$ cat config.mk
export PLATFORM = sky130hd
export DESIGN_NAME = pow_sched
export DESIGN_NICKNAME = d
export VERILOG_FILES = /design/src/rtl/pow_sched.sv
export SDC_FILE = /design/constraint.sdc
export NUM_CORES = 1
export LEC_CHECK = 0
export CORE_ASPECT_RATIO = 1.4
export CORE_MARGIN = 1
export CORE_UTILIZATION = 40
export DETAILED_ROUTE_END_ITERATION = 6
export GPL_TIMING_DRIVEN = 0
export HOLD_SLACK_MARGIN = 0.02
export PLACE_DENSITY = 0.88
export SLEW_MARGIN = 25
export SYNTH_ARGS = -nofsm -noshare
export SYNTH_HDL_FRONTEND = slang
export SYNTH_SLANG_ARGS = --single-unit
$ cat constraint.sdc
create_clock -name clk -period 2.4 [get_ports clk]
set_input_delay 0.48 -clock clk [delete_from_list [all_inputs] [get_ports clk]]
set_output_delay 0.48 -clock clk [all_outputs]
set_load 0.03 [all_outputs]
$ cat src/rtl/pow_sched.sv
// Round-robin front end that shares one fixed-latency fifth-power pipeline among N requesters.
// Define POW_SCHED_STATS_EN to add saturating per-requester grant counters on stat_cnt.
module pow_sched #(
    parameter int W   = 8,
    parameter int N   = 4,
    parameter int LAT = 5
) (
    input  logic             clk,
    input  logic             rst,
    input  logic [N-1:0]     req_valid,
    input  logic [N*W-1:0]   req_num,
    output logic [N-1:0]     req_ready,
    input  logic             hold,
    output logic [W-1:0]     pow_num,
    input  logic [5*W-1:0]   pow_result,
    output logic [N-1:0]     rsp_valid,
    output logic [5*W-1:0]   rsp_data,
    output logic             busy
`ifdef POW_SCHED_STATS_EN
    ,
    output logic [N*16-1:0]  stat_cnt
`endif
);

    localparam int PW = $clog2(N);

    logic [PW-1:0]  r_ptr;
    logic [LAT-1:0] r_tag_v;
    logic [PW-1:0]  r_tag_id [LAT];

    logic           w_found;
    logic [PW-1:0]  w_gnt;
    logic [PW-1:0]  w_idx;

    function automatic logic [N-1:0] f_onehot(input logic [PW-1:0] id);
        logic [N-1:0] v;
        v     = {N{1'b0}};
        v[id] = 1'b1;
        return v;
    endfunction

    // Rotating priority search starting at r_ptr; the first valid requester wins.
    always_comb begin
        w_found = 1'b0;
        w_gnt   = {PW{1'b0}};
        w_idx   = {PW{1'b0}};
        for (int k = 0; k < N; k++) begin
            w_idx = PW'((int'(r_ptr) + k) % N);
            if (!w_found && !hold && req_valid[w_idx]) begin
                w_found = 1'b1;
                w_gnt   = w_idx;
            end else begin
                w_found = w_found;
            end
        end
    end

    // Grant decode and operand mux toward the shared pipeline.
    always_comb begin
        req_ready = {N{1'b0}};
        pow_num   = {W{1'b0}};
        if (w_found) begin
            req_ready[w_gnt] = 1'b1;
            pow_num          = req_num[int'(w_gnt)*W +: W];
        end else begin
            req_ready = {N{1'b0}};
        end
    end

    // Pointer, tag line shadowing the pipeline, and the registered response stage.
    always_ff @(posedge clk or posedge rst) begin
        if (rst) begin
            r_ptr     <= {PW{1'b0}};
            r_tag_v   <= {LAT{1'b0}};
            for (int i = 0; i < LAT; i++) begin
                r_tag_id[i] <= {PW{1'b0}};
            end
            rsp_valid <= {N{1'b0}};
            rsp_data  <= {(5*W){1'b0}};
        end else begin
            if (w_found) begin
                r_ptr <= (w_gnt == PW'(N-1)) ? {PW{1'b0}} : w_gnt + PW'(1);
            end else begin
                r_ptr <= r_ptr;
            end
            r_tag_v[0]  <= w_found;
            r_tag_id[0] <= w_gnt;
            for (int i = 1; i < LAT; i++) begin
                r_tag_v[i]  <= r_tag_v[i-1];
                r_tag_id[i] <= r_tag_id[i-1];
            end
            if (r_tag_v[LAT-1]) begin
                rsp_valid <= f_onehot(r_tag_id[LAT-1]);
                rsp_data  <= pow_result;
            end else begin
                rsp_valid <= {N{1'b0}};
                rsp_data  <= rsp_data;
            end
        end
    end

    assign busy = (|r_tag_v) | (|rsp_valid);

`ifdef POW_SCHED_STATS_EN
    logic [15:0] r_stat [N];

    // Per-requester grant counters, saturating at all-ones.
    always_ff @(posedge clk or posedge rst) begin
        if (rst) begin
            for (int i = 0; i < N; i++) begin
                r_stat[i] <= 16'd0;
            end
        end else begin
            for (int i = 0; i < N; i++) begin
                if (w_found && (w_gnt == PW'(i)) && (r_stat[i] != 16'hFFFF)) begin
                    r_stat[i] <= r_stat[i] + 16'd1;
                end else begin
                    r_stat[i] <= r_stat[i];
                end
            end
        end
    end

    for (genvar g = 0; g < N; g++) begin : g_stat
        assign stat_cnt[g*16 +: 16] = r_stat[g];
    end
`endif

endmodule

* After elaboration in Yosys (flattened, before gate mapping)
Index checks and enable logic that the tools add are counted.
** Operators by class
- Reductions and logical operators :: 15
- Shifts and indexed selects :: 1
- $lt $le $gt $ge :: 8
- Bitwise operators :: 1
- Eq/ne operators :: 1
- $add $sub $neg :: 4
- Mux-type cells :: 24
** Operators by type and width (count)
- indexed part select 32 x 6 -> 8 bit :: 1
- less-than comparator 2 x 3 -> 1 bit, second input constant :: 6
- 2-to-1 mux 1 bit :: 10
- 2-to-1 mux 2 bit :: 5
- logical AND 1 bit :: 9
- binary-select mux 1 bit (select 2 bit) :: 4
- 2-to-1 mux 4 bit :: 2
- 2-to-1 mux 8 bit :: 1
- OR reduction 5 bit :: 1
- adder 2 x 1 -> 2 bit, second input constant :: 2
- adder 2 bit, second input constant :: 2
- demux 1 bit (select 2 bit) :: 2
- greater-or-equal comparator 2 x 1 -> 1 bit, second input constant :: 2
- logical NOT 1 bit :: 4
- OR reduction 4 bit :: 1
- == test 2 bit, second input constant :: 1
- bitwise OR 1 bit :: 1
** Storage, ports and cells
- Output and inout port bits :: 57
- Bits in registers :: 61

* Depth between registers and ports, before layout
- Depth in word-level cells :: 21
- Depth in mapped cells :: 8
- Gate-level depth less buffers :: 7

* Least setup slack after synthesis
OpenSTA, ideal clock, no wires.
- Kind :: in2out
- From :: input req_valid[1]
- To :: output req_ready[3]
- Data arrival time :: 1.832 ns
- Slack :: 0.088 ns
- Cell stages on the path :: 8
- Path through :: nor2b_2 nand3_1 a21oi_1 a2111o_1 buf_6 inv_1 ha_1 and2_1
** On the way
- Cells in the longest elaborated chain, start to end :: 21
- Elaborated cells between the ends (all ways) :: 32
- Classes of those cells :: 2 x order compare; 19 x mux; 11 x reduce/logical
** RTL lines
- start: declaration :: RTL line 10 : input logic [N-1:0] req_valid,
- binary-select mux 1 bit (select 2 bit) :: RTL line 49 : if (!w_found && !hold && req_valid[w_idx]) begin
- 2-to-1 mux 1 bit (not written as such) :: RTL line 49
- logical AND 1 bit :: RTL line 49
- 2-to-1 mux 1 bit :: RTL line 49
- logical NOT 1 bit :: RTL line 49
- logical AND 1 bit (2 in series) :: RTL line 49
- 2-to-1 mux 1 bit :: RTL line 49
- logical NOT 1 bit :: RTL line 49
- [3 not listed]
- logical NOT 1 bit :: RTL line 49
- logical AND 1 bit (2 in series) :: RTL line 49
- 2-to-1 mux 2 bit :: RTL line 49
- less-than comparator 2 x 3 -> 1 bit (not written as such) or greater-or-equal comparator 2 x 1 -> 1 bit (tied branches) :: RTL line 63 : req_ready[w_gnt] = 1'b1;
- logical AND 1 bit (not written as such) :: RTL line 63
- 2-to-1 mux 1 bit (not written as such) :: RTL line 63
- demux 1 bit (select 2 bit) :: RTL line 63
- 2-to-1 mux 4 bit * :: RTL line 62 : if (w_found) begin
- end: declaration :: RTL line 12 : output logic [N-1:0] req_ready,
Every way passes the cells marked *; elsewhere a longest branch is shown, timed or not. The select of a mux whose other input is x is not followed.

* Worst setup path in the final report
- From :: register r_ptr[1]
- To :: output pow_num[2]
** On the way
- Cells in the longest elaborated chain, start to end :: 18
- Elaborated cells between the ends (all ways) :: 31
- Classes of those cells :: 3 x add/sub; 1 x shift; 17 x mux; 10 x reduce/logical
** RTL lines
- start: declaration :: RTL line 27 : logic [PW-1:0] r_ptr;
- start signal: assignment :: RTL line 73 : r_ptr <= {PW{1'b0}};
- start signal: assignment :: RTL line 82 : r_ptr <= (w_gnt == PW'(N-1)) ? {PW{1'b0}} : w_gnt + PW'(1);
- start signal: assignment :: RTL line 84 : r_ptr <= r_ptr;
- binary-select mux 1 bit (select 2 bit) :: RTL line 49
- 2-to-1 mux 1 bit (not written as such) :: RTL line 49
- logical AND 1 bit :: RTL line 49
- 2-to-1 mux 1 bit :: RTL line 49
- logical NOT 1 bit :: RTL line 49
- logical AND 1 bit (2 in series) :: RTL line 49
- 2-to-1 mux 1 bit :: RTL line 49
- logical NOT 1 bit :: RTL line 49
- logical AND 1 bit (2 in series) :: RTL line 49
- 2-to-1 mux 1 bit :: RTL line 49
- logical NOT 1 bit :: RTL line 49
- logical AND 1 bit (2 in series) :: RTL line 49
- 2-to-1 mux 2 bit :: RTL line 49
- indexed part select 32 x 6 -> 8 bit :: RTL line 64 : pow_num = req_num[int'(w_gnt)*W +: W];
- 2-to-1 mux 8 bit * :: RTL line 62
- end: declaration :: RTL line 14 : output logic [W-1:0] pow_num,
Marked as above.

==> impl_metrics.py <==
metrics = {
    "run_status": {
        "run_status": "complete, but fails checks",
        "violations": "negative setup slack",
    },
    "global_route": {
        "initial_antenna_violation_count": 0,
        "globalRouteOverflowTotal": 0,
        "grtUsageTotal_pct": 19.23,
        "grt_pass1_vias": 2359,
        "pin_count_of_the_biggest_net_entering_global_routing": 38,
        "grt_pass1_wl_um": 10700,
    },
    "route": {
        "finalWirelength_um": 6545,
        "routed_via_count_divided_by_cell_count": 4.711,
        "drt-initial-drc-count": 86,
        "dr_total_vias": 2186,
        "postRouteAntennaNets": 0,
        "drc": 0,
        "route.detailed.wl_per_inst_um": 14.11,
        "drt_pass1_iterations": 4,
    },
    "synthesis": {
        "post_synth_inst_count": 213,
        "flip_flop_and_latch_count_after_synthesis": 61,
        "syn_area_per_cell_um2": 12.84,
        "synthDominantCellAreaShare_pct": 55.84,
        "synth-main-ff-cell": "dfrtp_1",
        "ys_async_sr_fraction_pct": 100.0,
        "synthesis.yosys.warnings": 0,
        "post_syn_nets": 293,
        "yosysSeqAreaShare_pct": 55.84,
        "ys_top_cells_by_count": "61 x dfrtp_1, 44 x mux2_2, 18 x nand2_1",
        "synth-edff-count": 0,
        "synth_area_leader_cell": "dfrtp_1",
        "synthesis.area_mm2": 0.002734,
        "synth.area.top_cells": "dfrtp_1 56%, mux2_2 18%, mux2i_1 5.9%",
        "synth_cell_types": 33,
        "count_leader_synth": "dfrtp_1",
    },
    "timing": {
        "final.min_clock_period_ns": 2.620,
        "setup_total_negative_slack_ns": -2.103,
        "clock.fmax_mhz": 381.7,
        "report.final.slew_viol_count": 0,
        "tightestPinTransition_ns": 0.6357,
        "setup_viol": 12,
        "final.hold.worst_slack_ns": 0.3437,
        "crit_share_post_route_pct": 109.2,
        "rsz0062_at_grt": "true",
        "finalHoldViolations": 0,
        "clock_skews_ns": 0.004849,
        "worst_slew_margin_rel_pct": 57.62,
        "setup_ws_ns": -0.2197,
    },
    "layout": {
        "n_antenna_cell": 0,
        "n_fill_cell": 479,
        "net_count_final": 448,
        "drive_above_1_share_pct": 31.45,
        "final_cell_count_no_fill": 464,
        "area_growth_pct": 69.29,
        "area_of_the_multi_input_gates_mm2": 0.001207,
        "storage_element_area_mm2": 0.001529,
    },
    "floorplan": {
        "die_area_mm2": 0.007174,
        "chipHeight_um": 99.82,
        "die_w_um": 71.87,
        "rows": 35,
        "ios": 136,
        "effective_utilization_at_floorplan_pct": 41.34,
        "coreArea_mm2": 0.006613,
    },
    "place": {
        "post_placement_cell_count": 441,
        "hpwl_um": 4867,
        "gp_routability_congestion": 0.7731,
        "numPortBuffers": 135,
    },
    "power": {
        "static-leakage-power_nw": 2.047,
        "power_per_cell_area_mw_per_mm2": 797.9,
        "vdd.ir_drop.worst_mv": 0.4975,
        "power_mw": 3.693,
    },
    "worst_hold_path": {
        "worst_hold_path.endpoint": "r_tag_id[4]",
        "path_category_of_the_worst_min_delay_check": "reg -> reg",
        "worstHoldStart": "r_tag_id[6]",
        "min_path_cells": 0,
    },
    "clocking": {
        "clock_sinks": 61,
        "hold_fix_buffers_cts": 0,
        "numCtsBuffers": 9,
        "tritoncts": "done",
        "cts.clk_slew.worst_paths_ns": 0.06,
        "cts.path.max_buffers": 2,
        "clk-insertion-delay-late_ns": 0.32,
        "ctsRootBufferMaster": "clkbuf_8",
        "cts-htree-levels": 3,
    },
    "setup_path": {
        "r2r_slack_ns": 0.43,
        "worst_path_max_delay_cell": "dfrtp_2",
        "critical_path_required_ns": 1.92,
        "cp_data_arrival_time_ns": 2.14,
        "critical_path.reg2reg.endpoint": "r_ptr[1]",
        "setup.worst_path.end_class": "output port",
        "path_class": "reg -> out",
        "reg2reg_from": "r_ptr[1]",
        "slowest_delay_ns": 0.47,
        "cpMostUsedCell": "buf_6",
        "critical_path.startpoint_type": "register",
        "path_cells": "or2b_1 > o31ai_2 > a2111o_1 > buf_6 > mux2_4 > buf_6",
        "critPathMaxFanout": 8,
        "worst-r2r-cell-count": 8,
        "cp_top_family": "compound AO/OA/AOI/OAI gates",
        "critical_path_buf_inv_count": 2,
    },
    "job": {
        "cap_viol_max_count": 0,
    },
}
==> routing by layer <==
layer  part of all wire [%]  vias to the layer above  GRT usage (%)  routed length, µm
li1                       -                     1038              -                  -
met1                     36                     1028          19.55               2344
met2                     53                      107          35.05               3500
met3                    8.6                       13          7.129                565
met4                    2.0                        0          7.692                134
met5                      0                        -              0                  0
==> flip-flops by register name, indices dropped and copies added, names as in the netlist <==
| name | count |
|---|---|
| rsp_data | 40 |
| r_tag_id | 10 |
| r_tag_v | 5 |
| rsp_valid | 4 |
| r_ptr | 2 |
==> final cells by class <==
cell class	instances	area share, %
Timing Repair Buffer	145	31.47
Tap cell	92	2.487
Buffer	11	1.811
Inverter	5	0.5137
Multi-Input combinational cell	135	26.09
Sequential cell	61	33.04
Clock buffer	10	2.974
Clock inverter	5	1.622
==> cells by family (layout without fill, tap and decap cells) <==
family / after synthesis / in the layout / synth area share [%]
fa+ha+maj: 1 / 1 / 0.4576
buf+inv: 17 / 176 / 3.020
mux: 65 / 65 / 26.73
flops: 61 / 61 / 55.84
compound gates: 7 / 7 / 2.060
simple gates: 62 / 62 / 11.90
==> worst max path at each step <==
stage | startpoint | end | slack, ns | cells past startpoint
finish | r_ptr[1] | pow_num[2] | -0.22 | 6
global placement | req_valid[0] | req_ready[3] | -1.06 | 10
CTS | r_ptr[1] | pow_num[5] | -0.22 | 6
global route | r_ptr[1] | pow_num[6] | -0.30 | 6
floorplan | req_valid[1] | req_ready[3] | 0.09 | 8
detailed placement | req_valid[1] | req_ready[3] | -1.11 | 10
==> timing repair <==
action                     CTS  global route
pin swaps                    1             2
buffers inserted             6             2
resized for setup          116            18
gates cloned                 1             0
setup endpoints to repair   13            12
==> metrics by stage <==
step / setup slack (ns) / util [%] / area [µm²]
2_1_floorplan: 0.08812 / - / 2734
3_3_place_gp: -1.063 / 63.52 / 4200
3_5_place_dp: -1.110 / 63.86 / 4223
4_1_cts: -0.2195 / 68.72 / 4544
5_1_grt: -0.2953 / 69.99 / 4628
6_report: -0.2197 / 69.99 / 4628
==> where the power goes <==
group | internal (mW) | switching, mW
combinational | 0.773 | 0.683
sequential | 1.18 | 0.0964
clock | 0.601 | 0.360
total | 2.55 | 1.14
==> placed cells by master (no fill, tap or decap), drive strengths merged, types with 2 or more instances in the layout <==
master | Yosys | layout
nand2 | 18 | 18
clkdlybuf4s50 | 0 | 118
and2 | 2 | 2
nand3 | 2 | 2
nand2b | 16 | 16
nor2b | 3 | 3
inv | 5 | 5
dfrtp | 61 | 61
nor4 | 2 | 2
mux2i | 16 | 16
clkbuf | 6 | 15
clkinv | 0 | 3
mux2 | 49 | 49
bufinv | 0 | 2
nor3 | 3 | 3
buf | 6 | 30
dlygate4sd2 | 0 | 2
nor2 | 11 | 11
Note: power is estimated with default switching activity, not from simulation.
